`src/rtl/mem_bus_initiator.sv`:
```
// mem_bus_initiator: CPU-side initiator for the shared memory bus.
// Accepts one load/store at a time from the execute stage, checks its
// alignment, runs the data/address phases on the shared 32-bit bus, waits
// for the responder's done_or_valid and returns load data with a one-cycle
// resp_valid pulse. The top level builds the tri-state bus from
// bus_out/bus_drive.
//
// Ports:
//   clock, reset          rising-edge clock, synchronous active-high reset
//   req_*                 core request (valid/ready, write, size, sign, addr, wdata)
//   resp_*                completion pulse, load data, error flag
//   mem_*                 bus control lines to the responder
//   bus_out/bus_drive     value and tri-state enable toward memory
//   bus_in                resolved bus value
//
// Optional build macro: MEM_TIMEOUT_EN adds an address-phase timeout of
// TIMEOUT_CYCLES cycles that aborts the access with resp_error = 1.
module mem_bus_initiator #(
  parameter int unsigned TIMEOUT_CYCLES = 64,
  parameter int unsigned ADDR_WIDTH     = 32
) (
  input  logic                  clock,
  input  logic                  reset,
  input  logic                  req_valid,
  output logic                  req_ready,
  input  logic                  req_write,
  input  logic [1:0]            req_size,
  input  logic                  req_sign,
  input  logic [ADDR_WIDTH-1:0] req_addr,
  input  logic [31:0]           req_wdata,
  output logic                  resp_valid,
  output logic [31:0]           resp_rdata,
  output logic                  resp_error,
  output logic                  mem_read_write,
  output logic                  mem_data_address,
  output logic                  mem_input_enable,
  output logic                  mem_output_enable,
  output logic [1:0]            mem_size,
  output logic                  mem_sign,
  input  logic                  mem_done_or_valid,
  output logic [31:0]           bus_out,
  output logic                  bus_drive,
  input  logic [31:0]           bus_in
);

  // S_CHECK spends one cycle judging alignment on the latched request.
  typedef enum logic [2:0] {
    S_IDLE    = 3'd0,
    S_CHECK   = 3'd1,
    S_WR_DATA = 3'd2,
    S_WR_ADDR = 3'd3,
    S_RD_ADDR = 3'd4,
    S_RD_DATA = 3'd5,
    S_RESP    = 3'd6
  } state_e;

  state_e                state_q, state_d;
  logic [ADDR_WIDTH-1:0] addr_q, addr_d;
  logic [31:0]           wdata_q, wdata_d;
  logic                  write_q, write_d;
  logic [1:0]            size_q, size_d;
  logic                  sign_q, sign_d;
  logic                  first_q, first_d;

  logic                  req_ready_q, req_ready_d;
  logic                  resp_valid_q, resp_valid_d;
  logic [31:0]           resp_rdata_q, resp_rdata_d;
  logic                  resp_error_q, resp_error_d;
  logic                  rw_q, rw_d;
  logic                  da_q, da_d;
  logic                  ie_q, ie_d;
  logic                  oe_q, oe_d;
  logic [31:0]           bus_out_q, bus_out_d;

  logic                  misaligned_c;
  logic                  done_qual_c;
  logic                  timeout_c;
  logic                  err_set_c;
  logic                  in_addr_phase_c;

  // Halfwords need addr[0] = 0; word and size 3 need addr[1:0] = 0.
  assign misaligned_c = ((size_q == 2'd1) && addr_q[0]) ||
                        (size_q[1] && (addr_q[1:0] != 2'b00));

  assign in_addr_phase_c = (state_q == S_WR_ADDR) || (state_q == S_RD_ADDR);

`ifdef MEM_TIMEOUT_EN
  localparam int unsigned CNT_W = (TIMEOUT_CYCLES > 1) ? $clog2(TIMEOUT_CYCLES) : 1;

  logic [CNT_W-1:0] cnt_q, cnt_d;

  // Counter reads k-1 in the k-th address-phase cycle.
  assign timeout_c = in_addr_phase_c && (cnt_q == CNT_W'(TIMEOUT_CYCLES - 1));

  always_comb begin
    cnt_d = cnt_q;
    if (state_d != state_q) begin
      cnt_d = '0;
    end else if (in_addr_phase_c) begin
      cnt_d = cnt_q + CNT_W'(1);
    end
  end

  always_ff @(posedge clock) begin
    if (reset) begin
      cnt_q <= '0;
    end else begin
      cnt_q <= cnt_d;
    end
  end
`else
  localparam int unsigned unused_timeout_cycles = TIMEOUT_CYCLES;

  assign timeout_c = 1'b0;
`endif

  // Next-state, request latch and registered-output next values.
  always_comb begin
    state_d     = state_q;
    addr_d      = addr_q;
    wdata_d     = wdata_q;
    write_d     = write_q;
    size_d      = size_q;
    sign_d      = sign_q;
    err_set_c   = 1'b0;
    // The responder may still hold done from the previous access, so the
    // first cycle of an address phase never counts.
    done_qual_c = mem_done_or_valid && !first_q;

    unique case (state_q)
      S_IDLE: begin
        if (req_valid) begin
          addr_d  = req_addr;
          wdata_d = req_wdata;
          write_d = req_write;
          size_d  = req_size;
          sign_d  = req_sign;
          state_d = S_CHECK;
        end
      end
      S_CHECK: begin
        if (misaligned_c) begin
          state_d   = S_RESP;
          err_set_c = 1'b1;
        end else if (write_q) begin
          state_d = S_WR_DATA;
        end else begin
          state_d = S_RD_ADDR;
        end
      end
      S_WR_DATA: begin
        state_d = S_WR_ADDR;
      end
      S_WR_ADDR: begin
        if (done_qual_c) begin
          state_d = S_RESP;
        end else if (timeout_c) begin
          state_d   = S_RESP;
          err_set_c = 1'b1;
        end
      end
      S_RD_ADDR: begin
        if (done_qual_c) begin
          state_d = S_RD_DATA;
        end else if (timeout_c) begin
          state_d   = S_RESP;
          err_set_c = 1'b1;
        end
      end
      S_RD_DATA: begin
        state_d = S_RESP;
      end
      S_RESP: begin
        state_d = S_IDLE;
      end
      default: begin
        state_d = S_IDLE;
      end
    endcase

    first_d = (state_d != state_q);

    // Outputs are registered from the next state so they line up with it.
    req_ready_d  = (state_d == S_IDLE);
    resp_valid_d = (state_d == S_RESP);
    rw_d         = (state_d == S_WR_DATA) || (state_d == S_WR_ADDR);
    da_d         = (state_d == S_WR_ADDR) || (state_d == S_RD_ADDR);
    ie_d         = (state_d == S_WR_DATA) || (state_d == S_WR_ADDR) ||
                   (state_d == S_RD_ADDR);
    oe_d         = (state_d == S_RD_DATA);

    bus_out_d = '0;
    if (state_d == S_WR_DATA) begin
      bus_out_d = wdata_q;
    end else if (da_d) begin
      bus_out_d = 32'(addr_q);
    end

    // Response fields change only on entry to RESP and hold otherwise.
    resp_rdata_d = resp_rdata_q;
    resp_error_d = resp_error_q;
    if (state_d == S_RESP) begin
      resp_rdata_d = (state_q == S_RD_DATA) ? bus_in : '0;
      resp_error_d = err_set_c;
    end
  end

  // State, request latch and output registers.
  always_ff @(posedge clock) begin
    if (reset) begin
      state_q      <= S_IDLE;
      addr_q       <= '0;
      wdata_q      <= '0;
      write_q      <= 1'b0;
      size_q       <= 2'd0;
      sign_q       <= 1'b0;
      first_q      <= 1'b0;
      req_ready_q  <= 1'b1;
      resp_valid_q <= 1'b0;
      resp_rdata_q <= '0;
      resp_error_q <= 1'b0;
      rw_q         <= 1'b0;
      da_q         <= 1'b0;
      ie_q         <= 1'b0;
      oe_q         <= 1'b0;
      bus_out_q    <= '0;
    end else begin
      state_q      <= state_d;
      addr_q       <= addr_d;
      wdata_q      <= wdata_d;
      write_q      <= write_d;
      size_q       <= size_d;
      sign_q       <= sign_d;
      first_q      <= first_d;
      req_ready_q  <= req_ready_d;
      resp_valid_q <= resp_valid_d;
      resp_rdata_q <= resp_rdata_d;
      resp_error_q <= resp_error_d;
      rw_q         <= rw_d;
      da_q         <= da_d;
      ie_q         <= ie_d;
      oe_q         <= oe_d;
      bus_out_q    <= bus_out_d;
    end
  end

  assign req_ready         = req_ready_q;
  assign resp_valid        = resp_valid_q;
  assign resp_rdata        = resp_rdata_q;
  assign resp_error        = resp_error_q;
  assign mem_read_write    = rw_q;
  assign mem_data_address  = da_q;
  assign mem_input_enable  = ie_q;
  assign mem_output_enable = oe_q;
  assign mem_size          = size_q;
  assign mem_sign          = sign_q;
  assign bus_out           = bus_out_q;
  assign bus_drive         = ie_q;

endmodule

```
`config.mk`:
```
export PLATFORM = sky130hd
export DESIGN_NAME = mem_bus_initiator
export DESIGN_NICKNAME = d
export VERILOG_FILES = /design/src/rtl/mem_bus_initiator.sv
export SDC_FILE = /design/constraint.sdc
export NUM_CORES = 1
export LEC_CHECK = 0
export ABC_CLOCK_PERIOD_IN_PS = 1450
export BUFFER_PORTS_ARGS = -buffer_cell sky130_fd_sc_hd__buf_2
export CAP_MARGIN = 10
export CORE_MARGIN = 2
export CORE_UTILIZATION = 25
export DETAILED_ROUTE_END_ITERATION = 12
export PLACE_DENSITY = 0.48
export SLEW_MARGIN = 10
export SYNTH_ARGS = -nofsm -noshare
export SYNTH_HDL_FRONTEND = slang
export SYNTH_SLANG_ARGS = --single-unit
```
`constraint.sdc`:
```
create_clock -name clock -period 1.45 [get_ports clock]
set_input_delay 0.29 -clock clock [delete_from_list [all_inputs] [get_ports clock]]
set_output_delay 0.29 -clock clock [all_outputs]
set_load 0.01 [all_outputs]
```
==> results.md <==
* Outcome: finished, violations left
* Violated checks: negative setup slack
* Initial Util at 25.4%
* CP cell instances: buf_6 > nor3b_1 > a32o_2 > a21oi_4 > buf_12 > o32ai_1
* Final ANT Viol Nets at 0
* DP Wirelength at 9.73 mm
* Mapped Area at 0.00514 mm²
* Worst skew pair latency at 0.42 ns
* Root buf cell: clkbuf_16
* Row Count at 52
* Vias at 4577
* Worst hold path type: in -> reg
* DRC viols at 0
* Worst path slowest cell: dfxtp_2
* Area growth syn-to-layout at 42.7%
* Slew Viols, Final at 0
* Actual slew at the worst max-slew pin at 0.561 ns
* Wire per inst at 13.6 µm
* CTS Sinks at 143
* DP Worst Slack at -0.129 ns
* Layout net count at 880
* Pleak at 3.19 nW
* Slew Limit Headroom at 62.6%
* Sequential fraction of the synthesis area at 55.7%
* Crit start category: flip-flop
* Clk pin slew, worst setup/hold paths at 0.06 ns
* Final count of negative-setup-slack endpoints at 27
* Slowest stage delay, CP at 0.34 ns
* Global-route wire length before repair at 22.3 mm
* Worst-path maximum fanout at 17
* Period minus WS final at 1.47 ns
* P per Cell Area at 1380 mW/mm²
* Largest net degree at the start of global routing at 55
* Initial antenna violation count at 0
* Worst Path Arrival at 1.79 ns
* Buffers added on ports at 178
* Crit path kind: reg -> reg
* Syn. warnings at 0
* Final worst path period share at 102%
* Clock buffer depth at 2
* Ant diodes at 0
* Final hold violation count at 0
* Synthesized area per cell at 8.91 µm²
* Post-synthesis net count at 681
* Critical Path RT at 1.76 ns
* Fmax at 0.679 GHz
* Worst Skew at 0.0136 ns
* CTS tree: yes
* RSZ-0062 raised after global routing: yes
* Synth Instances at 577
* Pre-Repair DR Iteration Count at 4
* Overflow after GRT at 0
* Layout fillers at 2109
* CTS H-tree lvls at 4
* Async S/R FF share, synth at 0%
* WHS at 0.0852 ns
* I/O pins at 179
* Die width at 147 µm
* Die ar. at 0.0217 mm²
* Gpl congestion at 0.786
* Core Footprint at 0.0202 mm²
* DR iter-0 viols at 167
* DRT Wirelength at 14.4 mm
* Vias per std cell at 4.33
* Final setup TNS at -0.262 ns
* Die Y at 147 µm
* Max-cap violation count at 0
* Vias in the first global route at 4355
* Worst vdd ir at 660 µV
* CP endpoint kind: flip-flop
* Worst setup margin at -0.0226 ns
* Seq cells post-synth at 143
* Synth unique cells at 41
* Ys flop type: dfxtp_1
* Cts bufs inserted at 17
* Share of layout cells above drive strength 1 at 35.4%
* Post-synth EDFFs at 0
* Cts hold-fix bufs at 0
* Total track usage at 12.9%
## Yosys cell counts (2+ instances only)
master | count | area, µm²
buf_6 | 3 | 33.8
clkbuf_1 | 15 | 56.3
buf_4 | 6 | 45.0
and3_1 | 2 | 12.5
nand3_1 | 5 | 25.0
nor3b_1 | 2 | 15.0
a211o_1 | 2 | 17.5
a22o_1 | 34 | 298
o32ai_1 | 32 | 280
buf_1 | 4 | 15.0
buf_2 | 16 | 80.1
a21oi_1 | 68 | 340
nand2_1 | 140 | 526
inv_1 | 68 | 255
a211oi_1 | 2 | 15.0
nor2_1 | 11 | 41.3
dfxtp_1 | 143 | 2860
## placed cells by master, fill, tap and decap left out, drive strengths merged, types with 3 or more instances in the layout
| cell type | count |
|---|---|
| clkbuf | 19 |
| nand2 | 140 |
| o21ai | 3 |
| a21oi | 69 |
| clkinvlp | 3 |
| o32ai | 32 |
| a22o | 34 |
| clkinv | 6 |
| buf | 223 |
| bufinv | 3 |
| nor2 | 12 |
| dfxtp | 143 |
| nand3 | 5 |
| inv | 69 |
## state kept, by name (all words and copies together), names as in the netlist
name and count:
write_q 1, addr_q 32, state_q 3, first_q 1
resp_error 1, mem_size 2, bus_out 32, mem_output_enable 1
wdata_q 32, resp_valid 1, mem_data_address 1, bus_drive 1
mem_sign 1, req_ready 1, resp_rdata 32, mem_read_write 1
## area by class of cell
class,instances,area (µm²),area share (%)
Clock buffer,18,429,5.85
Clock inverter,13,166,2.27
Inverter,68,255,3.48
Multi-Input combinational cell,322,1870,25.5
Sequential cell,143,2880,39.2
Tap cell,270,338,4.61
Timing Repair Buffer,224,1400,19.0
## worst max-delay path, delay by kind of cell (launching register included)
family,cells,cell delay [ns]
simple gates,1,0.18
flops,1,0.34
compound gates,3,0.53
buf+inv,2,0.31
## power by group
part	internal [mW]	switching [mW]
logic	0.649	0.797
clock network	2.70	1.71
registers	4.17	0.123
total	7.52	2.63
## path summary, 6_finish.rpt
path	from	cells past startpoint	slack, ns	endpoint
setup / recovery	state_q[1]	6	-0.02	bus_out[30]
hold / removal	bus_in[18]	2	0.09	resp_rdata[18]
setup reg to reg	state_q[1]	6	-0.02	bus_out[30]
hold reg to reg	wdata_q[8]	2	0.45	wdata_q[8]
## per-stage QoR
step | cells | power [mW] | instance area [µm²] | utilization (%)
floorplan | 577 | 5.11 | 5140 | -
global placement | 1025 | 5.77 | 6620 | 32.7
detailed placement | 1025 | 5.78 | 6620 | 32.7
CTS | 1056 | 10.3 | 7250 | 35.8
global route | 1058 | 10.6 | 7330 | 36.2
finish | 1058 | 10.2 | 7330 | 36.2
## layer usage
metal / up-vias / track usage (%) / share of wire, %
li1: 2336 / - / -
met1: 2104 / 17.1 / 47
met2: 127 / 20.4 / 46
met3: 10 / 4.20 / 5.7
met4: 0 / 3.32 / 0.78
met5: - / 0 / 0
## cell families after synthesis
family / share of synthesized area (%)
and+or+nand+nor: 13.5
buffers and inverters: 9.45
DFF: 55.7
AOI/OAI and AO/OA: 21.3
## timing repair
item                       4_1_cts  5_1_grt
pin swaps                        3        1
gates resized for setup         13       13
setup buffers                    0        0
setup endpoints to repair      139      123
cloned                           0        2
No activity file was read; power rests on OpenSTA's default activity.
